[config.mk]
export PLATFORM = sky130hd
export DESIGN_NAME = sumblock_bist_flat
export DESIGN_NICKNAME = d
export VERILOG_FILES = /design/src/rtl/sumblock_bist_pkg.sv /design/src/rtl/sumblock_bist_if.sv /design/src/rtl/sumblock_bist_checker.sv /design/src/rtl/sumblock_bist.sv /design/src/flat_wrapper.sv
export SDC_FILE = /design/constraint.sdc
export NUM_CORES = 1
export LEC_CHECK = 0
export ABC_AREA = 1
export BUFFER_PORTS_ARGS = -buffer_cell sky130_fd_sc_hd__buf_2
export CORE_UTILIZATION = 50
export CTS_CLUSTER_SIZE = 40
export DETAILED_ROUTE_END_ITERATION = 7
export PLACE_DENSITY_LB_ADDON = 0.1
export SYNTH_ARGS = -nofsm -noshare
export SYNTH_HDL_FRONTEND = slang
export SYNTH_SLANG_ARGS = --single-unit
[constraint.sdc]
create_clock -name clk -period 4.1 [get_ports clk]
set_input_delay 0.615 -clock clk [delete_from_list [all_inputs] [get_ports clk]]
set_output_delay 0.615 -clock clk [all_outputs]
set_load 0.01 [all_outputs]
[src/rtl/sumblock_bist_pkg.sv]
// Shared types and helpers for the sumblock BIST controller.
package sumblock_bist_pkg;

    typedef enum logic [2:0] {
        ST_IDLE,
        ST_APPLY,
        ST_SETTLE,
        ST_CHECK,
        ST_DONE
    } state_t;

    localparam int unsigned NUM_VECTORS = 256;
    localparam int unsigned VEC_W       = 8;

    // Golden sum: s_i = p_i ^ c_(i-1), which lines up bitwise as {p1..p4} ^ {c0..c3}.
    function automatic logic [3:0] exp_sum(input logic [3:0] p, input logic [3:0] c);
        return p ^ c;
    endfunction

endpackage

[src/rtl/sumblock_bist_if.sv]
// Control/status handshake plus the stimulus/response bus toward the sumblock under test.
interface sumblock_bist_if;
    import sumblock_bist_pkg::*;

    logic             start;
    logic             busy;
    logic             done;
    logic             pass;
    logic [8:0]       err_count;
    logic [VEC_W-1:0] first_fail_vec;
    logic [3:0]       first_fail_got;
    logic             fail_seen;
    logic [3:0]       p_out;
    logic [3:0]       c_out;
    logic [3:0]       s_in;

    // BIST side: receives start and the sums, drives status and stimulus.
    modport slave (
        input  start, s_in,
        output busy, done, pass, err_count, first_fail_vec, first_fail_got,
               fail_seen, p_out, c_out
    );

    // Controller/datapath side.
    modport master (
        output start, s_in,
        input  busy, done, pass, err_count, first_fail_vec, first_fail_got,
               fail_seen, p_out, c_out
    );

endinterface

[src/rtl/sumblock_bist_checker.sv]
// Compares the sampled sums against the golden function of the applied vector.
module sumblock_bist_checker
    import sumblock_bist_pkg::*;
(
    input  logic [3:0] p,
    input  logic [3:0] c,
    input  logic [3:0] s_in,
    output logic       mismatch
);

    // Flag any bit of s that disagrees with p ^ c.
    always_comb begin
        mismatch = (s_in != exp_sum(p, c));
    end

endmodule

[src/rtl/sumblock_bist.sv]
// Exhaustive self-test controller for the 4-bit CLA sum block.
module sumblock_bist
    import sumblock_bist_pkg::*;
#(
    parameter int unsigned SETTLE_CYCLES = 1
) (
    input  logic          clk,
    input  logic          rst,
    sumblock_bist_if.slave bus
);

    localparam logic [3:0]       SETTLE_LAST = 4'((SETTLE_CYCLES == 0) ? 0 : SETTLE_CYCLES - 1);
    localparam logic [VEC_W-1:0] LAST_VEC    = VEC_W'(NUM_VECTORS - 1);

    state_t           state;
    state_t           state_nx;
    logic [VEC_W-1:0] vec_idx;
    logic [3:0]       settle_cnt;
    logic [3:0]       p_q;
    logic [3:0]       c_q;
    logic [8:0]       err_q;
    logic [VEC_W-1:0] ffv_q;
    logic [3:0]       ffg_q;
    logic             fail_seen_q;
    logic             mismatch;
    logic             last_vec;

    assign last_vec = (vec_idx == LAST_VEC);

    sumblock_bist_checker u_checker (
        .p        (p_q),
        .c        (c_q),
        .s_in     (bus.s_in),
        .mismatch (mismatch)
    );

    // State register.
    always_ff @(posedge clk or posedge rst) begin
        if (rst) state <= ST_IDLE;
        else     state <= state_nx;
    end

    // Next-state decode.
    always_comb begin
        state_nx = state;
        case (state)
            ST_IDLE, ST_DONE: if (bus.start) state_nx = ST_APPLY;
            ST_APPLY:         state_nx = (SETTLE_CYCLES == 0) ? ST_CHECK : ST_SETTLE;
            ST_SETTLE:        if (settle_cnt == SETTLE_LAST) state_nx = ST_CHECK;
            ST_CHECK:         state_nx = last_vec ? ST_DONE : ST_APPLY;
            default:          state_nx = ST_IDLE;
        endcase
    end

    // Vector index, stimulus, settle counter, error count and first-failure capture.
    always_ff @(posedge clk or posedge rst) begin
        if (rst) begin
            vec_idx     <= '0;
            settle_cnt  <= '0;
            p_q         <= '0;
            c_q         <= '0;
            err_q       <= '0;
            ffv_q       <= '0;
            ffg_q       <= '0;
            fail_seen_q <= 1'b0;
        end else begin
            case (state)
                ST_IDLE, ST_DONE: begin
                    if (bus.start) begin
                        vec_idx     <= '0;
                        err_q       <= '0;
                        ffv_q       <= '0;
                        ffg_q       <= '0;
                        fail_seen_q <= 1'b0;
                    end
                end
                ST_APPLY: begin
                    {p_q, c_q} <= vec_idx;
                    settle_cnt <= '0;
                end
                ST_SETTLE: settle_cnt <= settle_cnt + 4'd1;
                ST_CHECK: begin
                    if (mismatch) begin
                        err_q <= err_q + 9'd1;
                        if (!fail_seen_q) begin
                            ffv_q       <= vec_idx;
                            ffg_q       <= bus.s_in;
                            fail_seen_q <= 1'b1;
                        end
                    end
                    if (!last_vec) vec_idx <= vec_idx + 1'b1;
                end
                default: ;
            endcase
        end
    end

    assign bus.busy           = (state == ST_APPLY) || (state == ST_SETTLE) || (state == ST_CHECK);
    assign bus.done           = (state == ST_DONE);
    assign bus.pass           = (state == ST_DONE) && (err_q == '0);
    assign bus.err_count      = err_q;
    assign bus.first_fail_vec = ffv_q;
    assign bus.first_fail_got = ffg_q;
    assign bus.fail_seen      = fail_seen_q;
    assign bus.p_out          = p_q;
    assign bus.c_out          = c_q;

endmodule

[src/flat_wrapper.sv]
// flat-port wrapper written by rule: the top's interface ports become plain ports
module sumblock_bist_flat import sumblock_bist_pkg::*;
#(
    parameter int unsigned SETTLE_CYCLES = 1
)
  (clk, rst, bus_start, bus_s_in, bus_busy, bus_done, bus_pass, bus_err_count, bus_first_fail_vec, bus_first_fail_got, bus_fail_seen, bus_p_out, bus_c_out);
  sumblock_bist_if bus_i ();
  input  logic clk;
  input  logic rst;
  input wire logic [$bits(bus_i.start)-1:0] bus_start;
  input wire logic [$bits(bus_i.s_in)-1:0] bus_s_in;
  output wire logic [$bits(bus_i.busy)-1:0] bus_busy;
  output wire logic [$bits(bus_i.done)-1:0] bus_done;
  output wire logic [$bits(bus_i.pass)-1:0] bus_pass;
  output wire logic [$bits(bus_i.err_count)-1:0] bus_err_count;
  output wire logic [$bits(bus_i.first_fail_vec)-1:0] bus_first_fail_vec;
  output wire logic [$bits(bus_i.first_fail_got)-1:0] bus_first_fail_got;
  output wire logic [$bits(bus_i.fail_seen)-1:0] bus_fail_seen;
  output wire logic [$bits(bus_i.p_out)-1:0] bus_p_out;
  output wire logic [$bits(bus_i.c_out)-1:0] bus_c_out;
  assign bus_i.start = bus_start;
  assign bus_i.s_in = bus_s_in;
  assign bus_busy = bus_i.busy;
  assign bus_done = bus_i.done;
  assign bus_pass = bus_i.pass;
  assign bus_err_count = bus_i.err_count;
  assign bus_first_fail_vec = bus_i.first_fail_vec;
  assign bus_first_fail_got = bus_i.first_fail_got;
  assign bus_fail_seen = bus_i.fail_seen;
  assign bus_p_out = bus_i.p_out;
  assign bus_c_out = bus_i.c_out;
  sumblock_bist #(.SETTLE_CYCLES(SETTLE_CYCLES)) u_core (.clk(clk), .rst(rst), .bus(bus_i));
endmodule
==> summary.md <==
| Metric | Value |
|---|---|
| Status | `finished clean` |
| Cell breakdown of the critical path | `nor2_1 -> inv_1 -> nor2_1 -> nand3_1 -> nor4_1 -> buf_2` |
| Vert. Die Dim | `between 70 and 80 microns` |
| Layout fillers | `~440` |
| Psw | `~0.6 mW` |
| Fin. Hold Viols | `0` |
| Post-route ant nets | `0` |
| Startpoint Class | `flip-flop` |
| DRC viols | `0` |
| Total GRT Usage | `around 23%` |
| First-pass GRT wire length | `~8800 microns` |
| Area grow syn2layout | `12.7%` |
| R2R depth | `5` |
| Root buffer cell | `clkbuf_8` |
| Share of cells above drive strength 1 | `between 15 and 20%` |
| Final Non-Filler Cells | `400` |
| Yosys cell types | `27` |
| Int Pwr | `a little over 0.8 mW` |
| Final antenna diode count | `0` |
| Crit path top cell by count | `nor2_1` |
| Buffers & Inverters on Critical Path | `2` |
| CTS Buf Count | `5` |
| Slew headroom | `45.0%` |
| Clk Latency, worst-skew pair | `~0.3 ns` |
| CTS Hold Buffers Added | `0` |
| Ys async rst share | `between 90% and 100%` |
| Reg power frac | `a little over two fifths` |
| Synth Cell Area | `~2400 sq um` |
| IO Port Bufs | `39` |
| Number of global-route vias before repair | `about 1900` |
| Clock Skew | `around 0.005 ns` |
| Required @ worst endpoint | `~3.5 ns` |
| Drt wl/cell | `12.8 microns` |
| Commonest cells post-synth | `nand2_1 (72), dfrtp_1 (45), inv_1 (40), nand3_1 (40), nor2_1 (32)` |
| Post-synth top area cell | `dfrtp_1` |
| Initial antenna violation count | `0` |
| Least-Margin Pin Slew | `0.820 ns` |
| Site Rows | `24` |
| DP HPWL | `between 3000 and 4000 microns` |
| Clock power share | `roughly 20%` |
| Yosys top cell area share | `a little under half` |
| Largest delay contributor family on the critical path | `simple AND/OR/NAND/NOR gates` |
| Vias | `about 2100` |
| Most common cell in the netlist | `nand2_1` |
| Post-Syn Instances | `311` |
| VDD IR-drop max | `between 300 and 400 uV` |
| Mapped Nets | `between 300 and 400` |
| Die ar. | `5060 sq um` |
| Reg-to-reg slack, setup | `between 2 and 2.5 ns` |
| Largest stage delay, worst path | `about 0.4 ns` |
| Most used DFF post-synth | `dfrtp_1` |
| Crit-path slowest cell | `dfrtp_1` |
| FF-to-FF End | `u_core.bus.first_fail_vec[1]` |
| EDFF count, synth | `0` |
| Crit path kind | `flip-flop to output pin` |
| Post-synthesis sequential area ratio | `47.2%` |
| Instance count on the critical path | `6` |
| Initial Util | `53.4%` |
| RePlAce Congestion | `~0.77` |
| Gates resized, CTS repair | `0` |
| FMAX | `~0.46 GHz` |
| Worst-path clk slew | `around 0.08 ns` |
| Multi-input gate area | `about 1000 sq um` |
| Largest net degree at the start of global routing | `between 40 and 50` |
| Static leakage | `~1.4 nW` |
| Total gr overflow | `0` |
| Power share of the combinational group | `a little under two fifths` |
| R2r startpoint | `u_core.state[2]` |
| Slew Limit Fails | `0` |
| Setup violators final | `0` |
| WP data arrival | `between 1.5 and 2 ns` |
| Sw frac | `roughly 42%` |
| Synth area leaders | `dfrtp_1 (47%), nand2_1 (11%), nand3_1 (8.4%)` |
| Register area | `approximately 1100 sq um` |
| Post-synthesis register bit count | `between 40 and 50` |
| Ports | `40` |
| Tmin final | `around 2.2 ns` |
| Critical path fanouts, max | `3` |
| H-tree level count | `2` |
| DR iter-0 viols | `between 100 and 150` |
| Cell Count Post-Placement | `393` |
| Synth warnings | `0` |
| Hold Crit Class | `input pin to asynchronous set/reset pin` |
| Max Root-Sink Buffers | `2` |
| Post-Syn Area per Cell | `7.68 sq um` |
| Drt total wl | `approximately 5100 microns` |
| Max-cap violations | `0` |
| CTS tree | `built` |
| Unrepaired setup endpoints after global routing | `no` |
| Final period util | `a little over half` |
| Post-route setup slack | `between 1.5 and 2 ns` |
| Clock sink total | `45` |
| 1st-pass router iterations | `6` |
| Worst Setup End Kind | `output pin` |
| Die X | `between 70 and 80 microns` |
| Via-to-Cell Ratio | `around 5.2` |
| Place WS | `approximately 2.1 ns` |
| Area of the core region | `4470 sq um` |
| Power Dens Cells | `about 530 nW/um^2` |
| Post-CTS Repair Setup Buffers | `0` |
| Setup tns final | `0 ns` |
| Nets | `360` |
## per-layer routing
metal  share of wire [%]  track usage (%)  routed length, microns  vias to the layer above
met4                0.84             6.67                      43                        0
li1                    -                -                       -                     1082
met5                   0                0                       0                        -
met1                  47             30.1                    2410                      970
met2                  49             37.8                    2510                       41
met3                 3.3             5.84                     169                        4
## kinds of logic (layout without fill, tap and decap cells)
logic type	count (synthesis)	after routing	synth area share [%]
simple gates	172	172	32.6
buf+inv	53	90	9.01
flops	45	45	47.2
compound gates	32	32	7.08
fa+ha+maj	5	5	2.62
xor+xnor	3	3	1.10
mux	1	1	0.419
## worst register-to-register path: stages, from the launching register on
cell and delay [ns]:
dfrtp_1 0.45, nor3_4 0.54, inv_2 0.31, nand2_1 0.38, nand4_1 0.17, nand2_1 0.11
## power by group through the flow
stage	combinational, mW	sequential (mW)	clock [mW]
finish	0.547	0.599	0.278
global route	0.631	0.612	0.305
CTS	0.549	0.599	0.283
detailed placement	0.549	0.606	0
global placement	0.540	0.605	0
floorplan	0.403	0.616	0
## stage by stage
step           area [sq um]  hold WS (ns)  utilization (%)  total power [mW]
5_1_grt                2690         0.500             60.2              1.55
6_report               2690         0.446             60.2              1.42
4_1_cts                2690         0.472             60.2              1.43
2_1_floorplan          2390         0.441                -              1.02
3_3_place_gp           2610         0.457             58.2              1.15
3_5_place_dp           2610         0.476             58.2              1.15
## sequential cells by signal (all words and copies together), names as in the netlist
name,cells
u_core.bus.err_count,9
u_core.bus.first_fail_got,4
u_core.state,3
u_core.bus.fail_seen,1
u_core.bus.p_out,4
u_core.settle_cnt,4
u_core.vec_idx,8
u_core.bus.c_out,4
u_core.bus.first_fail_vec,8
## cells in the final DEF, fill, tap and decap left out, drive strengths merged, types with 3 or more instances in the layout
| master | count |
|---|---|
| nand4 | 13 |
| nand2 | 75 |
| dfrtp | 45 |
| nand3 | 41 |
| clkbuf | 7 |
| nor3 | 8 |
| xor2 | 3 |
| buf | 41 |
| a21oi | 10 |
| ha | 5 |
| nor2 | 32 |
| inv | 41 |
| o21ai | 18 |
## final cells by class
cell class	count	share of cell area (%)
Sequential cell	45	41.8
Multi-Input combinational cell	213	38.9
Timing Repair Buffer	41	7.81
Inverter	42	5.86
Clock buffer	7	3.21
Tap cell	52	2.42
## worst max-delay path by stage
stage / start / to / slack [ns]
6_report: u_core.state[1] / bus_pass / 1.94
5_1_grt: u_core.state[1] / bus_pass / 1.81
4_1_cts: u_core.state[1] / bus_pass / 1.94
3_5_place_dp: u_core.state[2] / u_core.bus.first_fail_vec[1] / 2.09
3_3_place_gp: u_core.state[2] / u_core.bus.first_fail_vec[0] / 2.10
2_1_floorplan: u_core.state[1] / bus_pass / 2.21
Power figures use the tool's default switching activity.
